[src/rtl/line_follow_pkg.sv]
// Shared types for the line-follower route scheduler: host opcodes, scheduler
// state encoding and the station ID width.
package line_follow_pkg;

   localparam int ID_W = 6;

   typedef enum logic [1:0] {
      OP_STOP = 2'b00,
      OP_GO   = 2'b01,
      OP_ENQ  = 2'b10,
      OP_RUN  = 2'b11
   } cmd_op_t;

   typedef enum logic [2:0] {
      RS_IDLE     = 3'd0,
      RS_ISSUE    = 3'd1,
      RS_WAIT_ACK = 3'd2,
      RS_TRANSIT  = 3'd3,
      RS_DWELL    = 3'd4
   } route_state_t;

endpackage

[src/rtl/route_sched_if.sv]
// Host-receiver and cmd_intf handshake signals seen by the route scheduler.
// slave = scheduler side, master = host/cmd_intf side.
interface route_sched_if;

   logic [7:0] rx_cmd;
   logic       rx_rdy;
   logic       clr_rx_rdy;
   logic [7:0] cmd;
   logic       cmd_rdy;
   logic       clr_cmd_rdy;
   logic       in_transit;

   modport slave (
      input  rx_cmd, rx_rdy, clr_cmd_rdy, in_transit,
      output clr_rx_rdy, cmd, cmd_rdy
   );

   modport master (
      output rx_cmd, rx_rdy, clr_cmd_rdy, in_transit,
      input  clr_rx_rdy, cmd, cmd_rdy
   );

endinterface

[src/rtl/route_sched_fifo.sv]
// route_fifo: DEPTH x ID_W circular buffer holding pending station IDs.
// Push with pop is accepted even when full; flush overrides both.
module route_fifo
   import line_follow_pkg::*;
#(
   parameter int DEPTH = 4
) (
   input  logic                          clk,
   input  logic                          rst_n,
   input  logic                          push,
   input  logic                          pop,
   input  logic                          flush,
   input  logic [ID_W-1:0]               din,
   output logic [ID_W-1:0]               dout,
   output logic [$clog2(DEPTH+1)-1:0]    cnt,
   output logic                          full,
   output logic                          empty
);

   localparam int PTR_W = $clog2(DEPTH);
   localparam int CNT_W = $clog2(DEPTH+1);

   logic [ID_W-1:0]  r_mem [DEPTH];
   logic [PTR_W-1:0] r_wr_ptr;
   logic [PTR_W-1:0] r_rd_ptr;
   logic [CNT_W-1:0] r_cnt;
   logic             w_do_push;
   logic             w_do_pop;

   assign full      = (r_cnt == CNT_W'(DEPTH));
   assign empty     = (r_cnt == '0);
   assign cnt       = r_cnt;
   assign dout      = r_mem[r_rd_ptr];
   assign w_do_pop  = pop && !flush && !empty;
   assign w_do_push = push && !flush && (!full || pop);

   always_ff @(posedge clk) begin
      if (w_do_push) r_mem[r_wr_ptr] <= din;
   end

   always_ff @(posedge clk or negedge rst_n) begin
      if (!rst_n) begin
         r_wr_ptr <= '0;
         r_rd_ptr <= '0;
         r_cnt    <= '0;
      end else if (flush) begin
         r_wr_ptr <= '0;
         r_rd_ptr <= '0;
         r_cnt    <= '0;
      end else begin
         if (w_do_push) r_wr_ptr <= r_wr_ptr + 1'b1;
         if (w_do_pop)  r_rd_ptr <= r_rd_ptr + 1'b1;
         case ({w_do_push, w_do_pop})
            2'b10:   r_cnt <= r_cnt + CNT_W'(1);
            2'b01:   r_cnt <= r_cnt - CNT_W'(1);
            default: r_cnt <= r_cnt;
         endcase
      end
   end

endmodule

[src/rtl/route_sched.sv]
// Route scheduler: queues host station IDs and dispatches them to cmd_intf as
// GO commands, waiting for arrival plus a dwell. Optional ROUTE_SCHED_LOOP_EN repeats the route.
module route_sched
   import line_follow_pkg::*;
#(
   parameter int DEPTH        = 4,
   parameter int DWELL_CYCLES = 50000
) (
   input  logic                       clk,
   input  logic                       rst_n,
   route_sched_if.slave               bus,
   output logic [$clog2(DEPTH+1)-1:0] q_cnt,
   output logic                       q_full,
   output logic                       q_ovfl,
   output logic                       route_busy
);

   localparam int DW_W = $clog2(DWELL_CYCLES+1);
   localparam logic [DW_W-1:0] DWELL_LAST = DW_W'(DWELL_CYCLES-1);

   localparam logic [2:0] ST_IDLE     = RS_IDLE;
   localparam logic [2:0] ST_ISSUE    = RS_ISSUE;
   localparam logic [2:0] ST_WAIT_ACK = RS_WAIT_ACK;
   localparam logic [2:0] ST_TRANSIT  = RS_TRANSIT;
   localparam logic [2:0] ST_DWELL    = RS_DWELL;

   logic [2:0]      r_state;
   logic [7:0]      r_cmd;
   logic            r_cmd_rdy;
   logic            r_fwd;
   logic            r_stop_pend;
   logic            r_seen_hi;
   logic            r_ovfl;
   logic [DW_W-1:0] r_dwell_cnt;

   cmd_op_t         w_op;
   logic            w_stop;
   logic            w_go;
   logic            w_enq;
   logic            w_run;
   logic            w_pop;
   logic            w_push;
   logic            w_enq_drop;
   logic [ID_W-1:0] w_din;
   logic [ID_W-1:0] w_head;
   logic            w_full;
   logic            w_empty;

   assign w_op   = cmd_op_t'(bus.rx_cmd[7:6]);
   assign w_stop = bus.rx_rdy && (w_op == OP_STOP);
   assign w_go   = bus.rx_rdy && (w_op == OP_GO);
   assign w_enq  = bus.rx_rdy && (w_op == OP_ENQ);
   assign w_run  = bus.rx_rdy && (w_op == OP_RUN);

   assign bus.clr_rx_rdy = bus.rx_rdy;
   assign bus.cmd        = r_cmd;
   assign bus.cmd_rdy    = r_cmd_rdy;
   assign q_full         = w_full;
   assign q_ovfl         = r_ovfl;
   assign route_busy     = (r_state != ST_IDLE);

   assign w_pop = (r_state == ST_ISSUE) && !w_stop && !w_empty;

`ifdef ROUTE_SCHED_LOOP_EN
   // The re-push of the popped head owns the write port; a host ENQ that
   // lands in the same cycle is dropped and flagged.
   assign w_push     = w_pop || w_enq;
   assign w_din      = w_pop ? w_head : bus.rx_cmd[ID_W-1:0];
   assign w_enq_drop = w_enq && (w_pop || w_full);
`else
   assign w_push     = w_enq;
   assign w_din      = bus.rx_cmd[ID_W-1:0];
   assign w_enq_drop = w_enq && w_full && !w_pop;
`endif

   route_fifo #(
      .DEPTH (DEPTH)
   ) u_fifo (
      .clk   (clk),
      .rst_n (rst_n),
      .push  (w_push),
      .pop   (w_pop),
      .flush (w_stop),
      .din   (w_din),
      .dout  (w_head),
      .cnt   (q_cnt),
      .full  (w_full),
      .empty (w_empty)
   );

   always_ff @(posedge clk or negedge rst_n) begin
      if (!rst_n) begin
         r_ovfl <= 1'b0;
      end else if (w_stop) begin
         r_ovfl <= 1'b0;
      end else if (w_enq_drop) begin
         r_ovfl <= 1'b1;
      end
   end

   always_ff @(posedge clk or negedge rst_n) begin
      if (!rst_n) begin
         r_state     <= ST_IDLE;
         r_cmd       <= 8'h00;
         r_cmd_rdy   <= 1'b0;
         r_fwd       <= 1'b0;
         r_stop_pend <= 1'b0;
         r_seen_hi   <= 1'b0;
         r_dwell_cnt <= '0;
      end else if (w_stop) begin
         r_seen_hi   <= 1'b0;
         r_dwell_cnt <= '0;
         // cmd may only change once the outstanding command has been acked
         if (!r_cmd_rdy || bus.clr_cmd_rdy) begin
            r_cmd       <= 8'h00;
            r_cmd_rdy   <= 1'b1;
            r_fwd       <= 1'b1;
            r_stop_pend <= 1'b0;
            r_state     <= ST_WAIT_ACK;
         end else begin
            r_stop_pend <= 1'b1;
         end
      end else begin
         case (r_state)
            ST_IDLE: begin
               if (w_go) begin
                  r_cmd     <= bus.rx_cmd;
                  r_cmd_rdy <= 1'b1;
                  r_fwd     <= 1'b1;
                  r_state   <= ST_WAIT_ACK;
               end else if (w_run && !w_empty) begin
                  r_state <= ST_ISSUE;
               end
            end
            ST_ISSUE: begin
               if (!w_empty) begin
                  r_cmd     <= {2'b01, w_head};
                  r_cmd_rdy <= 1'b1;
                  r_fwd     <= 1'b0;
                  r_state   <= ST_WAIT_ACK;
               end else begin
                  r_state <= ST_IDLE;
               end
            end
            ST_WAIT_ACK: begin
               if (bus.clr_cmd_rdy) begin
                  r_cmd_rdy <= 1'b0;
                  if (r_stop_pend) begin
                     r_cmd       <= 8'h00;
                     r_cmd_rdy   <= 1'b1;
                     r_stop_pend <= 1'b0;
                     r_fwd       <= 1'b1;
                  end else if (r_fwd) begin
                     r_state <= ST_IDLE;
                  end else begin
                     r_seen_hi <= 1'b0;
                     r_state   <= ST_TRANSIT;
                  end
               end
            end
            ST_TRANSIT: begin
               // Arrival is the falling edge of in_transit after it was seen high
               if (r_seen_hi && !bus.in_transit) begin
                  r_seen_hi   <= 1'b0;
                  r_dwell_cnt <= '0;
                  r_state     <= (q_cnt != '0) ? ST_DWELL : ST_IDLE;
               end else if (bus.in_transit) begin
                  r_seen_hi <= 1'b1;
               end
            end
            ST_DWELL: begin
               if (r_dwell_cnt == DWELL_LAST) begin
                  r_dwell_cnt <= '0;
                  r_state     <= ST_ISSUE;
               end else begin
                  r_dwell_cnt <= r_dwell_cnt + DW_W'(1);
               end
            end
            default: r_state <= ST_IDLE;
         endcase
      end
   end

endmodule

[src/flat_wrapper.sv]
// flat-port wrapper written by rule: the top's interface ports become plain ports
module route_sched_flat import line_follow_pkg::*;
#(
   parameter int DEPTH        = 4,
   parameter int DWELL_CYCLES = 50000
)
  (clk, rst_n, q_cnt, q_full, q_ovfl, route_busy, bus_rx_cmd, bus_rx_rdy, bus_clr_cmd_rdy, bus_in_transit, bus_clr_rx_rdy, bus_cmd, bus_cmd_rdy);
  route_sched_if bus_i ();
  input  logic clk;
  input  logic rst_n;
  output logic [$clog2(DEPTH+1)-1:0] q_cnt;
  output logic q_full;
  output logic q_ovfl;
  output logic route_busy;
  input wire logic [$bits(bus_i.rx_cmd)-1:0] bus_rx_cmd;
  input wire logic [$bits(bus_i.rx_rdy)-1:0] bus_rx_rdy;
  input wire logic [$bits(bus_i.clr_cmd_rdy)-1:0] bus_clr_cmd_rdy;
  input wire logic [$bits(bus_i.in_transit)-1:0] bus_in_transit;
  output wire logic [$bits(bus_i.clr_rx_rdy)-1:0] bus_clr_rx_rdy;
  output wire logic [$bits(bus_i.cmd)-1:0] bus_cmd;
  output wire logic [$bits(bus_i.cmd_rdy)-1:0] bus_cmd_rdy;
  assign bus_i.rx_cmd = bus_rx_cmd;
  assign bus_i.rx_rdy = bus_rx_rdy;
  assign bus_i.clr_cmd_rdy = bus_clr_cmd_rdy;
  assign bus_i.in_transit = bus_in_transit;
  assign bus_clr_rx_rdy = bus_i.clr_rx_rdy;
  assign bus_cmd = bus_i.cmd;
  assign bus_cmd_rdy = bus_i.cmd_rdy;
  route_sched #(.DEPTH(DEPTH), .DWELL_CYCLES(DWELL_CYCLES)) u_core (.clk(clk), .rst_n(rst_n), .bus(bus_i), .q_cnt(q_cnt), .q_full(q_full), .q_ovfl(q_ovfl), .route_busy(route_busy));
endmodule
[config.mk]
export PLATFORM = sky130hd
export DESIGN_NAME = route_sched_flat
export DESIGN_NICKNAME = d
export VERILOG_FILES = /design/src/rtl/line_follow_pkg.sv /design/src/rtl/route_sched_if.sv /design/src/rtl/route_sched_fifo.sv /design/src/rtl/route_sched.sv /design/src/flat_wrapper.sv
export SDC_FILE = /design/constraint.sdc
export NUM_CORES = 1
export LEC_CHECK = 0
export CORE_UTILIZATION = 52
export CTS_CLUSTER_SIZE = 40
export DETAILED_ROUTE_END_ITERATION = 8
export PLACE_DENSITY = 0.76
export SKIP_CTS_REPAIR_TIMING = 1
export SLEW_MARGIN = 10
export SYNTH_ARGS = -nofsm -noshare
export SYNTH_HDL_FRONTEND = slang
export SYNTH_SLANG_ARGS = --single-unit
[constraint.sdc]
create_clock -name clk -period 2 [get_ports clk]
set_input_delay 0.2 -clock clk [delete_from_list [all_inputs] [get_ports clk]]
set_output_delay 0.2 -clock clk [all_outputs]
set_load 0.1 [all_outputs]
### After elaboration in Yosys (flattened, before gate mapping)

Memories as Yosys holds them, arrays and structs flattened.
Index checks and enable logic that the tools add are counted.

| word-level totals | value |
|---|---|
| memories | 1 |
| input bits | 13 |
| output and inout port bits | 16 |
| bits in writable memories | 24 |
| ROM bits | 0 |
| logic and storage cells | 137 |
| register bits after elaboration | 39 |
| latch bits | 0 |

| cells by class | value |
|---|---|
| $mul | 0 |
| mux-type cells | 56 |
| divide/modulo/power cells | 0 |
| reductions and logical operators | 42 |
| order comparisons | 0 |
| add/sub/neg operators | 5 |
| shift-type cells | 0 |
| equal/unequal tests | 22 |
| bitwise operators | 0 |

Memories:

| name | words | bits a word | read ports | clocked after memory_dff | wr ports | RTL line | text |
|---|---|---|---|---|---|---|---|
| u_core.u_fifo.r_mem | 4 | 6 | 1 | 0 | 1 | route_sched_fifo.sv:23 | `logic [ID_W-1:0] r_mem [DEPTH];` |

Operators by type and width:

| cell | count |
|---|---|
| 16-bit 2-to-1 mux | 3 |
| 8-bit 2-to-1 mux | 6 |
| 16-bit one-hot mux with 2 select lines | 1 |
| 3-bit 2-to-1 mux | 10 |
| 1-bit 2-to-1 mux | 24 |
| 8-bit one-hot mux with 3 select lines | 1 |
| 16-bit by 1-bit adder with 16-bit output (second input constant) | 1 |
| 16-bit == test (second input constant) | 1 |
| 3-bit one-hot mux with 5 select lines | 1 |
| 3-bit nonzero test | 5 |
| 1-bit logical AND | 14 |
| 2-bit 2-to-1 mux | 6 |
| 3-bit by 1-bit != test with 1-bit output (second input constant) | 4 |
| 6-bit AND reduction | 2 |
| 5-bit AND reduction | 2 |
| 2-bit nonzero test | 5 |
| 2-bit == test (second input constant) | 3 |
| 3-bit by 2-bit == test with 1-bit output (second input constant) | 2 |
| 3-bit == test (second input constant) | 2 |
| 1-bit logical NOT | 6 |
| 3-bit logical NOT | 2 |
| 3-bit by 2-bit != test with 1-bit output (second input constant) | 2 |
| 3-bit != test (second input constant) | 2 |
| 1-bit one-hot mux with 3 select lines | 2 |
| other kinds (14) | 18 |

### Depth between registers and ports, before layout

Gate-level depths: netlist (run 1).

| logic depth | value |
|---|---|
| word-level depth | 10 |
| depth in mapped cells | 9 |
| mapped depth without buffers | 6 |

### Hierarchy

From an unflattened synthesis (run 1), not the netlist that was laid out.

| second synthesis, totals | value |
|---|---|
| cells, all modules | 313 |
| area total of the unflattened synthesis | 3547.2 um2 |

By module, submodules not included:

| module | cells an instance | area an instance (um2) | seq. area each (um2) | instances |
|---|---|---|---|---|
| route_sched | 231 | 2177.1 | 800.8 | 1 |
| route_fifo | 82 | 1370.1 | 895.9 | 1 |

### Least setup slack after synthesis (run 1)

No wires, ideal clock.

| path | value |
|---|---|
| path type | flip-flop to flip-flop |
| from | reg u_core.u_fifo.r_cnt[2] (netlist: u_core.u_fifo.cnt[2]) |
| to | reg u_core.u_fifo.r_cnt[1] (netlist: u_core.u_fifo.cnt[1]) |
| path slack | -1.383 ns |
| data arrival time | 3.250 ns |
| required time | 1.867 ns |
| cell stages (with the launch flop) | 6 |
| period minus slack after synthesis | 3.383 ns |
| setup time | 0.133 ns |
| buffers on the path | 0 |
| cells stage by stage | dfrtp_1 > nor3b_2 > a21oi_4 > xnor2_1 > mux2i_1 > nor2_1 |

| on the way | value |
|---|---|
| elaborated cells between the ends (all ways) | 14 |
| classes of those cells | 3 x eq/ne; 2 x mux; 9 x reduce/logical |

RTL lines:

| item | RTL line | text |
|---|---|---|
| start, declared | route_sched_fifo.sv:26 | `logic [CNT_W-1:0] r_cnt;` |
| start signal, assigned | route_sched_fifo.sv:54 | `2'b10: r_cnt <= r_cnt + CNT_W'(1);` |
| start signal, assigned | route_sched_fifo.sv:55 | `2'b01: r_cnt <= r_cnt - CNT_W'(1);` |
| start signal, assigned | route_sched_fifo.sv:56 | `default: r_cnt <= r_cnt;` |
| 3-bit == test * | route_sched_fifo.sv:30 | `assign full = (r_cnt == CNT_W'(DEPTH));` |
| net q_full | flat_wrapper.sv:12 | `output logic q_full;` |
| 1-bit logical NOT * | route_sched_fifo.sv:35 | `assign w_do_push = push && !flush && (!full \|\| pop);` |
| 1-bit logical OR * | route_sched_fifo.sv:35 |  |
| 1-bit logical AND * | route_sched_fifo.sv:35 |  |
| 2-bit by 1-bit == test with 1-bit output or 2-bit == test (tied branches) | route_sched_fifo.sv:53 | `case ({w_do_push, w_do_pop})` |
| 3-bit one-hot mux with 2 select lines | route_sched_fifo.sv:53 |  |
| 3-bit 2-to-1 mux | route_sched_fifo.sv:46 | `end else if (flush) begin` |

Mark *: on every way through the listed nets, which the timed path passes. The rest lies on a longest branch.
A chain may end at the register's enable or synchronous reset.

### Worst setup path after layout (run 1)

| path | value |
|---|---|
| from | reg u_core.r_dwell_cnt[0] |
| to | reg u_core.r_dwell_cnt[3] |

| on the way | value |
|---|---|
| cells in the longest elaborated chain, start to end | 4 |
| elaborated cells between the ends (all ways) | 5 |
| classes of those cells | 1 x add/sub; 1 x eq/ne; 3 x mux |

RTL lines:

| item | RTL line | text |
|---|---|---|
| start, declared | route_sched.sv:34 | `logic [DW_W-1:0] r_dwell_cnt;` |
| start signal, assigned | route_sched.sv:176 | `r_dwell_cnt <= r_dwell_cnt + DW_W'(1);` |
| 16-bit by 1-bit adder with 16-bit output or 16-bit == test (tied branches) | route_sched.sv:176, route_sched.sv:172 |  |
| 16-bit 2-to-1 mux * | route_sched.sv:172 | `if (r_dwell_cnt == DWELL_LAST) begin` |
| 16-bit one-hot mux with 2 select lines * | route_sched.sv:124 | `case (r_state)` |
| 16-bit 2-to-1 mux * | route_sched.sv:110 | `end else if (w_stop) begin` |

Every way passes the cells marked *; elsewhere a longest branch is shown, timed or not.

==> impl_results.md, run 1 <==
* Run status: finished clean
* RSZ-0062 raised after global routing: no
* Sequential element share of the synthesized area at 52.21%
* Largest net degree at the start of global routing at 32
* VDD IR max at 1.379 mV
* Post-synthesis net count at 315
* H-tree levels at 3
* Distinct cell type count after synthesis at 56
* DR vias at 2546
* Count of unresolved DRC violations after routing at 0
* Area growth from synthesis to layout at 24.99%
* Share of cells above drive strength 1 at 27.00%
* Worst-path cell chain: ha_1, and3_1, and3_1, a21oi_4, buf_6, buf_12, nand2b_1, a31oi_1
* Nature of the critical path endpoint: flop
* Die Area at 6569 sq um
* Die width at 81.05 microns
* Clock edge transition at the registers on the reported setup and hold paths at 0.08 ns
* Initial core utilization at 54.24%
* Wire length of the first global-routing pass at 11910 microns
* Period utilization at 95.38%
* CP Max Fanout at 14
* Max-cap violation count at 0
* Number of global-route vias before repair at 2445
* Most used cell, CP: sky130_fd_sc_hd__and3_1
* Number of antenna violations at the first check in global routing at 0
* Highest clock frequency the design can meet at 524.2 MHz
* Hold Worst Slack at 0.4411 ns
* Leakage at 1.754 nW
* I/O Buffers at 28
* Largest stage delay on the critical path at 0.42 ns
* Ratio of total power to cell area at 1454 nW/um^2
* Yosys warns at 0
* Clock root buffer master: sky130_fd_sc_hd__clkbuf_8
* Worst clock skew on the final layout at 0.01023 ns
* Gr usage total at 24.95%
* Post-synth top flop: sky130_fd_sc_hd__dfrtp_1
* TritonCTS clock tree: yes
* Minimum clock period at 1.908 ns
* Netlist area before placement at 3249 sq um
* Startpoint class of the critical path: flop
* Total power of the final layout at 5.905 mW
* Gate count of the mapped netlist at 296
* Sum of routed wire length over all layers at 7157 microns
* Row cnt at 28
* Crit path max-delay family: simple AND/OR/NAND/NOR gates
* Count of buffer and inverter cells on the critical path at 2
* Final hold vios at 0
* Avg Inst Size Synth at 10.98 sq um
* Net count of the finished layout at 377
* DR pass1 iterations at 4
* Post-layout util at 67.79%
* Area of the core at 5991 sq um
* Number of pins with negative max-slew slack in the final report at 0
* Routability cong. at 0.8827
* Clock latency at the later pin of the worst-skew pair at 0.34 ns
* Half-perimeter wire length of the detailed placement result at 5135 microns
* Worst Tran Pin Value at 0.7040 ns
* Setup TNS at 0 ns
* Crit path max-delay cell type: sky130_fd_sc_hd__dfrtp_1
* Avg WL per Cell at 16.34 microns
* Worst relative slew slack at 53.06%
* Count of placed standard cells including taps at 421
* Number of buffers between clock root and the deepest sink at 2
* TritonCTS buffer count at 9
* Commonest cells after routing, fill and taps aside: 50 x sky130_fd_sc_hd__buf_4, 36 x sky130_fd_sc_hd__nand2_1, 35 x sky130_fd_sc_hd__dfrtp_1
* CP Data Required Time at 2.26 ns
* Worst Hold Class: primary input to asynchronous set/reset pin
* Overflow after GRT at 0
* Diode count at 0
* WP data arrival at 2.16 ns
* Post-synth ARST share at 61.90%
* Iteration-0 DRC count of the detailed router at 158
* Chip Height at 81.05 microns
* Number of enable flip-flop cells after synthesis at 24
* Most common library cell in the layout ignoring fill and taps: sky130_fd_sc_hd__buf_4
* Routed Antenna Nets at 0
* I/O pin count at 29
* Worst setup path category: flop to flop
* Final setup violation count at 0
* Post-layout instance count excluding filler cells at 438
* DR vias/cell at 5.813
* Flip-flop and latch count after synthesis at 63
* Clock sinks at 63
-- report_power, final --
group	internal, mW	total, mW	switching (mW)	leakage [nW]
combinational	1.09	2.95	1.87	0.931
sequential	1.59	1.84	0.250	0.727
clock	0.577	1.11	0.531	0.0956
-- worst paths after layout --
check                                       from                      to  slack, ns  cells after the start
max                        u_core.r_dwell_cnt[0]   u_core.r_dwell_cnt[3]       0.09                      8
min                                        rst_n           u_core.q_ovfl       0.44                      2
max reg2reg                u_core.r_dwell_cnt[0]   u_core.r_dwell_cnt[3]       0.09                      8
min reg2reg                        u_core.q_ovfl           u_core.q_ovfl       0.51                      2
max in group asynchronous                  rst_n  u_core.r_dwell_cnt[13]       0.95                      3
min in group clk                   u_core.q_ovfl           u_core.q_ovfl       0.51                      2
-- flip-flops by register name, summed over array words and instances, names as in the netlist --
name                    cells
u_core.u_fifo.r_rd_ptr      2
u_core.u_fifo.r_mem        24
u_core.r_fwd                1
u_core.bus.cmd_rdy          1
u_core.r_dwell_cnt         16
u_core.q_ovfl               1
u_core.r_stop_pend          1
u_core.bus.cmd              8
u_core.u_fifo.r_wr_ptr      2
u_core.u_fifo.cnt           3
u_core.r_state              3
u_core.r_seen_hi            1
-- stage by stage --
stage,worst slack (ns),cell area [sq um]
2_1_floorplan,-0.4166,3279
3_3_place_gp,-0.07389,3842
3_5_place_dp,-0.09627,3842
4_1_cts,0.06440,4039
5_1_grt,0.01840,4061
6_report,0.09242,4061
-- cells by family (layout without fill, tap and decap cells) --
group / after synthesis / in the layout / share of synthesized area (%)
compound gates: 76 / 76 / 15.90
xor+xnor: 4 / 4 / 1.078
fa+ha+maj: 6 / 6 / 2.541
buf+inv: 24 / 91 / 4.158
flops: 63 / 63 / 52.21
mux: 11 / 11 / 5.891
simple gates: 112 / 112 / 18.21
-- cells in the mapped netlist (all sizes together), types with 2 or more instances --
master  count  area (sq um)
a21o        5         37.54
a21oi      13         80.08
a22o        8         70.07
a31o        2         17.52
a31oi      14         87.58
a41oi       2         17.52
and2        7         43.79
and3        9         56.30
and4        2         17.52
buf        13         93.83
clkbuf      4         15.01
dfrtp      39         975.9
edfxtp     24         720.7
ha          5         62.56
inv         7         26.28
mux2        2         26.27
mux2i       3         30.03
mux4        6         135.1
nand2      36         135.1
nand2b      6         37.54
nand3       9         50.05
nand3b      2         15.01
nand4b      2         17.52
nor2       16         60.06
nor2b       3         18.77
nor3        9         50.05
nor3b       4         40.03
o211ai      3         22.52
o21ai      19         95.09
o31ai       2         15.01
o41ai       2         25.03
or3         2         12.51
or3b        2         17.52
xnor2       3         26.28
-- layer usage --
metal  up-vias  track usage, %  part of all wire (%)
li1       1222               -                     -
met1      1242           32.37                    45
met2        71           39.75                    49
met3        11           5.843                   4.7
met4         0           11.25                   1.3
met5         -               0                     0
-- area by class of cell --
| type | instances | area (sq um) |
|---|---|---|
| Fill cell | 439 | 1929 |
| Sequential cell | 63 | 1709 |
| Multi-Input combinational cell | 209 | 1444 |
| Timing Repair Buffer | 68 | 591.8 |
| Clock buffer | 9 | 123.9 |
| Tap cell | 75 | 93.84 |
| Clock inverter | 7 | 72.57 |
| Inverter | 7 | 26.28 |
Power figures use the tool's default switching activity.
==> run 2, diff against run 1 <==
Settings changed: CORE_UTILIZATION 52 to 60, PLACE_DENSITY 0.76 to 0.83.
Clock period 2 ns to 2.46 ns, I/O delays scaled along.
==> run 2 against run 1 <==
Against the previous run:
- critical path depth down 2
- sequential power fell by 19%
- total power fell by 24%
- critical path type unchanged
- critical endpoint is now u_core.u_fifo.cnt[2]
- highest routed layer unchanged
==> impl_results.md, run 2 (synthesis gave the netlist of run 1 again) <==
* Hold Worst Slack at 0.01915 ns (-0.4220 ns)
* Largest stage delay on the critical path at 0.51 ns (+0.09 ns)
* Largest net degree at the start of global routing at 40 (+25%)
* Routed Antenna Nets at 0 (unchanged)
* VDD IR max at 0.7235 mV (-48%)
* Worst setup slack after layout at 0.4140 ns (+0.3215 ns)
* Crit path max-delay cell type: sky130_fd_sc_hd__dfrtp_4
* Clock root buffer master: sky130_fd_sc_hd__clkbuf_8
* Worst relative slew slack at 41.59% (-11 points)
* Switching part of the total power at 45.09% (+0.27 points)
* Leakage at 1.600 nW (-8.8%)
* Count of buffer and inverter cells on the critical path at 0 (-2)
* Area growth from synthesis to layout at 16.60%
* Nature of the critical path endpoint: flop
* Crit path max-delay family: simple AND/OR/NAND/NOR gates
* Number of buffers between clock root and the deepest sink at 2 (unchanged)
* Clock edge transition at the registers on the reported setup and hold paths at 0.07 ns (about the same)
* Commonest cells after routing, fill and taps aside: 36 x sky130_fd_sc_hd__nand2_1, 36 x sky130_fd_sc_hd__dfrtp_1, 28 x sky130_fd_sc_hd__buf_4
* Overflow after GRT at 0 (unchanged)
* Chip Height at 75.59 microns (-6.7%)
* TritonCTS clock tree: yes
* DR vias at 2456 (-3.5%)
* DR vias/cell at 6.049 (+4.1%)
* WP data arrival at 2.27 ns (+0.11 ns)
* Ratio of total power to cell area at 1190 nW/um^2 (-18%)
* Count of placed standard cells including taps at 390 (-7.4%)
* Count of unresolved DRC violations after routing at 0 (unchanged)
* Wire length of the first global-routing pass at 10410 microns (-13%)
* Period utilization at 83.17% (-12 points)
* Register with the most flip-flops: u_core.u_fifo.r_mem
* Worst-path cell chain: or3_1, nand2_1, nor2_1, fa_1, o211ai_1, nand3_1
* Net count of the finished layout at 350 (-7.2%)
* Number of pins with negative max-slew slack in the final report at 0 (unchanged)
* Number of antenna violations at the first check in global routing at 0 (unchanged)
* Gr usage total at 25.51% (+0.56 points)
* Clock network fraction of total power at 19.1% (+0.3 points)
* Die width at 75.59 microns (-6.7%)
* Number of global-route vias before repair at 2193 (-10%)
* Area of the core at 5172 sq um (-14%)
* Max-cap violation count at 0 (unchanged)
* Worst setup path category: flop to flop
* Total area of multi-input combinational cells at 1431 sq um (-0.87%)
* Flip-flop count of the largest register after layout at 24 (unchanged)
* Minimum clock period at 2.046 ns (+0.1385 ns)
* Clock sinks at 63 (unchanged)
* Final hold vios at 0 (unchanged)
* Diode count at 0 (unchanged)
* Final setup violation count at 0 (unchanged)
* Row cnt at 26 (-7.1%)
* Sum of routed wire length over all layers at 6576 microns (-8.1%)
* Share of total power in combinational logic at 47.8% (-2.2 points)
* Post-layout instance count excluding filler cells at 406 (-7.3%)
* Post-Place Worst Slack at 0.1696 ns (+0.2659 ns)
* Highest clock frequency the design can meet at 488.7 MHz (-6.8%)
* Internal Dissipation at 2.475 mW (-24%)
* Reg power frac at 33.1% (+1.9 points)
* Worst clock skew on the final layout at 0.01037 ns (+0.0001442 ns)
* Die Area at 5714 sq um (-13%)
* Iteration-0 DRC count of the detailed router at 138 (-13%)
* Routability cong. at 0.9976 (+13%)
* Worst Hold Class: primary input to asynchronous set/reset pin
* TritonCTS buffer count at 9 (unchanged)
* Area occupied by registers at 1708 sq um (about the same)
* I/O Buffers at 28 (unchanged)
* CP Max Fanout at 8 (-6)
* Register-to-register setup slack at 0.41 ns (+0.32 ns)
* Share of cells above drive strength 1 at 19.05% (-7.9 points)
* NetSw at 2.033 mW (-23%)
* I/O pin count at 29 (unchanged)
* Setup TNS at 0 ns (unchanged)
* Worst Tran Pin Value at 0.8762 ns (+0.1722 ns)
* DR pass1 iterations at 4 (unchanged)
* Avg WL per Cell at 16.20 microns (-0.88%)
* Clock latency at the later pin of the worst-skew pair at 0.34 ns (about the same)
* RSZ-0062 raised after global routing: no
* CP Data Required Time at 2.68 ns (+0.42 ns)
* Count of filler cells inserted in the layout at 352 (-20%)
* H-tree levels at 3 (unchanged)
* Run status: finished clean
* Total power of the final layout at 4.508 mW (-24%)
* Half-perimeter wire length of the detailed placement result at 4587 microns (-11%)
* Startpoint class of the critical path: flop
* Initial core utilization at 62.82% (+8.6 points)
==> run 2: changes by cell type in the layout (fill, tap and decap cells not counted), sizes merged <==
cell and change:
dlygate4sd3 -1, clkinvlp -1, inv -1, buf -26
clkbuf +2
==> run 2: layer usage <==
metal	share of wire [%]	vias up	GRT usage, %	routed length [microns]
met1	44	1162	33.57	2876
met4	2.4	0	13.99	161
met3	6.7	15	5.291	440
met5	0	-	0	0
met2	47	103	39.98	3099
li1	-	1176	-	-
==> run 2: final cells by class <==
| class | instances | share of cell area (%) |
|---|---|---|
| Multi-Input combinational cell | 209 | 37.78 |
| Inverter | 7 | 0.6935 |
| Clock buffer | 11 | 3.468 |
| Timing Repair Buffer | 41 | 9.115 |
| Tap cell | 70 | 2.312 |
| Sequential cell | 63 | 45.08 |
| Clock inverter | 5 | 1.552 |
==> run 2: final timing paths <==
path,startpoint,cells after the start,endpoint
max,u_core.u_fifo.cnt[2],6,u_core.u_fifo.cnt[2]
min,rst_n,1,u_core.u_fifo.cnt[0]
max reg2reg,u_core.u_fifo.cnt[2],6,u_core.u_fifo.cnt[2]
min reg2reg,u_core.bus.cmd[7],1,u_core.bus.cmd[7]
max in group asynchronous,rst_n,1,u_core.u_fifo.cnt[2]
min in group clk,u_core.bus.cmd[7],1,u_core.bus.cmd[7]
==> run 2: through the flow <==
stage          area, sq um  utilization, %
6_report              3789           73.25
3_3_place_gp          3598           69.57
4_1_cts               3789           73.25
2_1_floorplan         3274               -
5_1_grt               3789           73.25
3_5_place_dp          3598           69.57
==> run 2: power groups by stage <==
stage,clock [mW],combinational (mW),sequential (mW)
finish,0.859,2.16,1.49
floorplan,0,1.13,2.05
CTS,0.879,2.15,1.49
global placement,0,2.11,1.51
global route,0.918,2.32,1.52
detailed placement,0,2.15,1.51
==> run 3, diff against run 2 <==
Settings changed: CORE_UTILIZATION 60 to 52, PLACE_DENSITY 0.83 to 0.76.
Clock period 2.46 ns to 1.8 ns, I/O delays scaled along.
==> run 3 against run 2 <==
Against the previous run:
- largest power group unchanged
- critical path depth down 1
- combinational power up 79%
- die area up 15%
- utilization down 0.13 points
- first-iteration DRC count up 0.72%
- sequential share of layout area down 6.1 points
- wire length up 24%
==> impl_results.md, run 3 (synthesis gave the netlist of run 1 again) <==
* Share of cells above drive strength 1 at 36.27% (+17 points)
* CP Max Fanout at 7 (-1)
* Leakage at 1.901 nW (+19%)
* Max-cap violation count at 0 (unchanged)
* Count of filler cells inserted in the layout at 402 (+14%)
* Most common library cell in the layout ignoring fill and taps: sky130_fd_sc_hd__buf_4
* Avg WL per Cell at 17.65 microns (+9.0%)
* Clock root buffer master: sky130_fd_sc_hd__clkbuf_8
* Sum of routed wire length over all layers at 8136 microns (+24%)
* Routed Antenna Nets at 0 (unchanged)
* Worst-path cell chain: nor4_1, and3_1, a21oi_4, nor3b_2, mux2_2
* Area growth from synthesis to layout at 34.81%
* Diode count at 0 (unchanged)
* Chip Height at 81.05 microns (+7.2%)
* Commonest cells after routing, fill and taps aside: 69 x sky130_fd_sc_hd__buf_4, 36 x sky130_fd_sc_hd__dfrtp_1, 34 x sky130_fd_sc_hd__nand2_1
* Worst setup slack after layout at 0.003206 ns (-0.4107 ns)
* WP data arrival at 2.03 ns (-0.24 ns)
* Post-detailed-placement cell area at 3990 sq um (+11%)
* Total power of the final layout at 7.319 mW (+62%)
* Minimum clock period at 1.797 ns (-0.2493 ns)
* Ratio of total power to cell area at 1671 nW/um^2 (+40%)
* Final hold vios at 0 (unchanged)
* I/O pin count at 29 (unchanged)
* Worst setup path category: flop to flop
* Highest clock frequency the design can meet at 556.5 MHz (+14%)
* R2R Path End: u_core.r_state[1]
* TritonCTS buffer count at 9 (unchanged)
* Number of global-route vias before repair at 2521 (+15%)
* CP Data Required Time at 2.03 ns (-0.65 ns)
* Critical register-to-register path startpoint: u_core.r_dwell_cnt[12]
* RSZ-0062 raised after global routing: yes
* Routability cong. at 0.8492 (-15%)
* Run status: finished clean
* Register-to-register setup slack at 0.003 ns (-0.41 ns)
* Largest net degree at the start of global routing at 18 (-55%)
* Die Area at 6569 sq um (+15%)
* Half-perimeter wire length of the detailed placement result at 5480 microns (+19%)
* Nature of the critical path endpoint: flop
* Crit path max-delay cell type: sky130_fd_sc_hd__dfrtp_1
* DR pass1 iterations at 4 (unchanged)
* Number of antenna violations at the first check in global routing at 0 (unchanged)
* Register with the most flip-flops: u_core.u_fifo.r_mem
* Worst relative slew slack at 75.44% (+34 points)
* DR vias/cell at 5.850 (-3.3%)
* Worst Tran Pin Value at 0.3684 ns (-0.5078 ns)
* Area of all placed cells without fillers at 4380 sq um (+16%)
* Area of the core at 5991 sq um (+16%)
* Clock edge transition at the registers on the reported setup and hold paths at 0.07 ns (about the same)
* Gr usage total at 25.68% (+0.17 points)
* Startpoint class of the critical path: flop
* Final setup violation count at 0 (unchanged)
* Period utilization at 99.82% (+17 points)
* I/O Buffers at 28 (unchanged)
* Post-Place Worst Slack at -0.3636 ns (-0.5332 ns)
* Flip-flop count of the largest register after layout at 24 (unchanged)
* Reg2Reg Depth at 5 (-1)
* Wire length of the first global-routing pass at 12290 microns (+18%)
* Iteration-0 DRC count of the detailed router at 139 (+0.72%)
* Worst Hold Class: primary input to asynchronous set/reset pin
* Clock latency at the later pin of the worst-skew pair at 0.34 ns (about the same)
* Overflow after GRT at 0 (unchanged)
* Die width at 81.05 microns (+7.2%)
* Initial core utilization at 54.24% (-8.6 points)
* Count of unresolved DRC violations after routing at 0 (unchanged)
* Largest stage delay on the critical path at 0.43 ns (-0.08 ns)
* Clock sinks at 63 (unchanged)
* VDD IR max at 1.311 mV (+81%)
* Number of pins with negative max-slew slack in the final report at 0 (unchanged)
* DR vias at 2697 (+9.8%)
* Row cnt at 28 (+7.7%)
* TritonCTS clock tree: yes
* Number of buffers between clock root and the deepest sink at 2 (unchanged)
* H-tree levels at 3 (unchanged)
* Worst clock skew on the final layout at 0.006809 ns (-0.003565 ns)
* Net count of the finished layout at 400 (+14%)
-- run 3: area by class of cell --
type / instances / area (sq um) / area share [%]
sequential: 63 / 1708 / 38.99
timing repair buffer: 91 / 782.0 / 17.85
multi-input combinational: 209 / 1540 / 35.16
clock buffer: 12 / 135.1 / 3.085
clock inverter: 4 / 95.09 / 2.171
inverter: 7 / 26.28 / 0.5998
tap: 75 / 93.84 / 2.142
-- run 3: how the worst max path moves through the flow --
stage                                 from               endpoint  slack, ns  cells past startpoint
floorplan             u_core.u_fifo.cnt[2]   u_core.u_fifo.cnt[1]      -0.62                      5
global placement             bus_rx_cmd[7]      u_core.bus.cmd[6]      -0.30                      5
detailed placement           bus_rx_cmd[7]      u_core.r_state[1]      -0.36                      6
CTS                  u_core.r_dwell_cnt[0]  u_core.r_dwell_cnt[6]      -0.12                      7
global route        u_core.r_dwell_cnt[12]      u_core.r_state[1]      -0.06                      5
finish              u_core.r_dwell_cnt[12]      u_core.r_state[1]      0.003                      5
-- run 3: worst max-delay path: cells and delay by family (launching register included) --
family,cells,cell delay [ns]
simple gates,3,0.79
flops,1,0.43
mux,1,0.35
compound gates,1,0.12
-- run 3: where the power goes --
group	switching [mW]	internal, mW	leakage [nW]
registers	0.227	1.77	0.728
logic	2.30	1.56	1.06
clock network	0.544	0.920	0.115
total	3.07	4.25	1.90
-- run 3: through the flow --
step | hold slack, ns | setup TNS, ns | std cells | util (%)
after floorplan | -0.1156 | -16.55 | 296 | -
after global placement | 0.07119 | -4.910 | 439 | 66.60
after detailed placement | 0.08272 | -6.761 | 439 | 66.60
after CTS | -0.2925 | -0.6885 | 455 | 70.45
after global routing | 0.2967 | -0.3389 | 461 | 73.12
final | 0.2447 | 0 | 461 | 73.12
-- run 3: routing by layer --
layer / share of wire [%] / track usage (%)
met1: 43 / 32.42
met2: 51 / 42.52
met3: 4.8 / 6.966
met4: 1.2 / 8.929
met5: 0 / 0
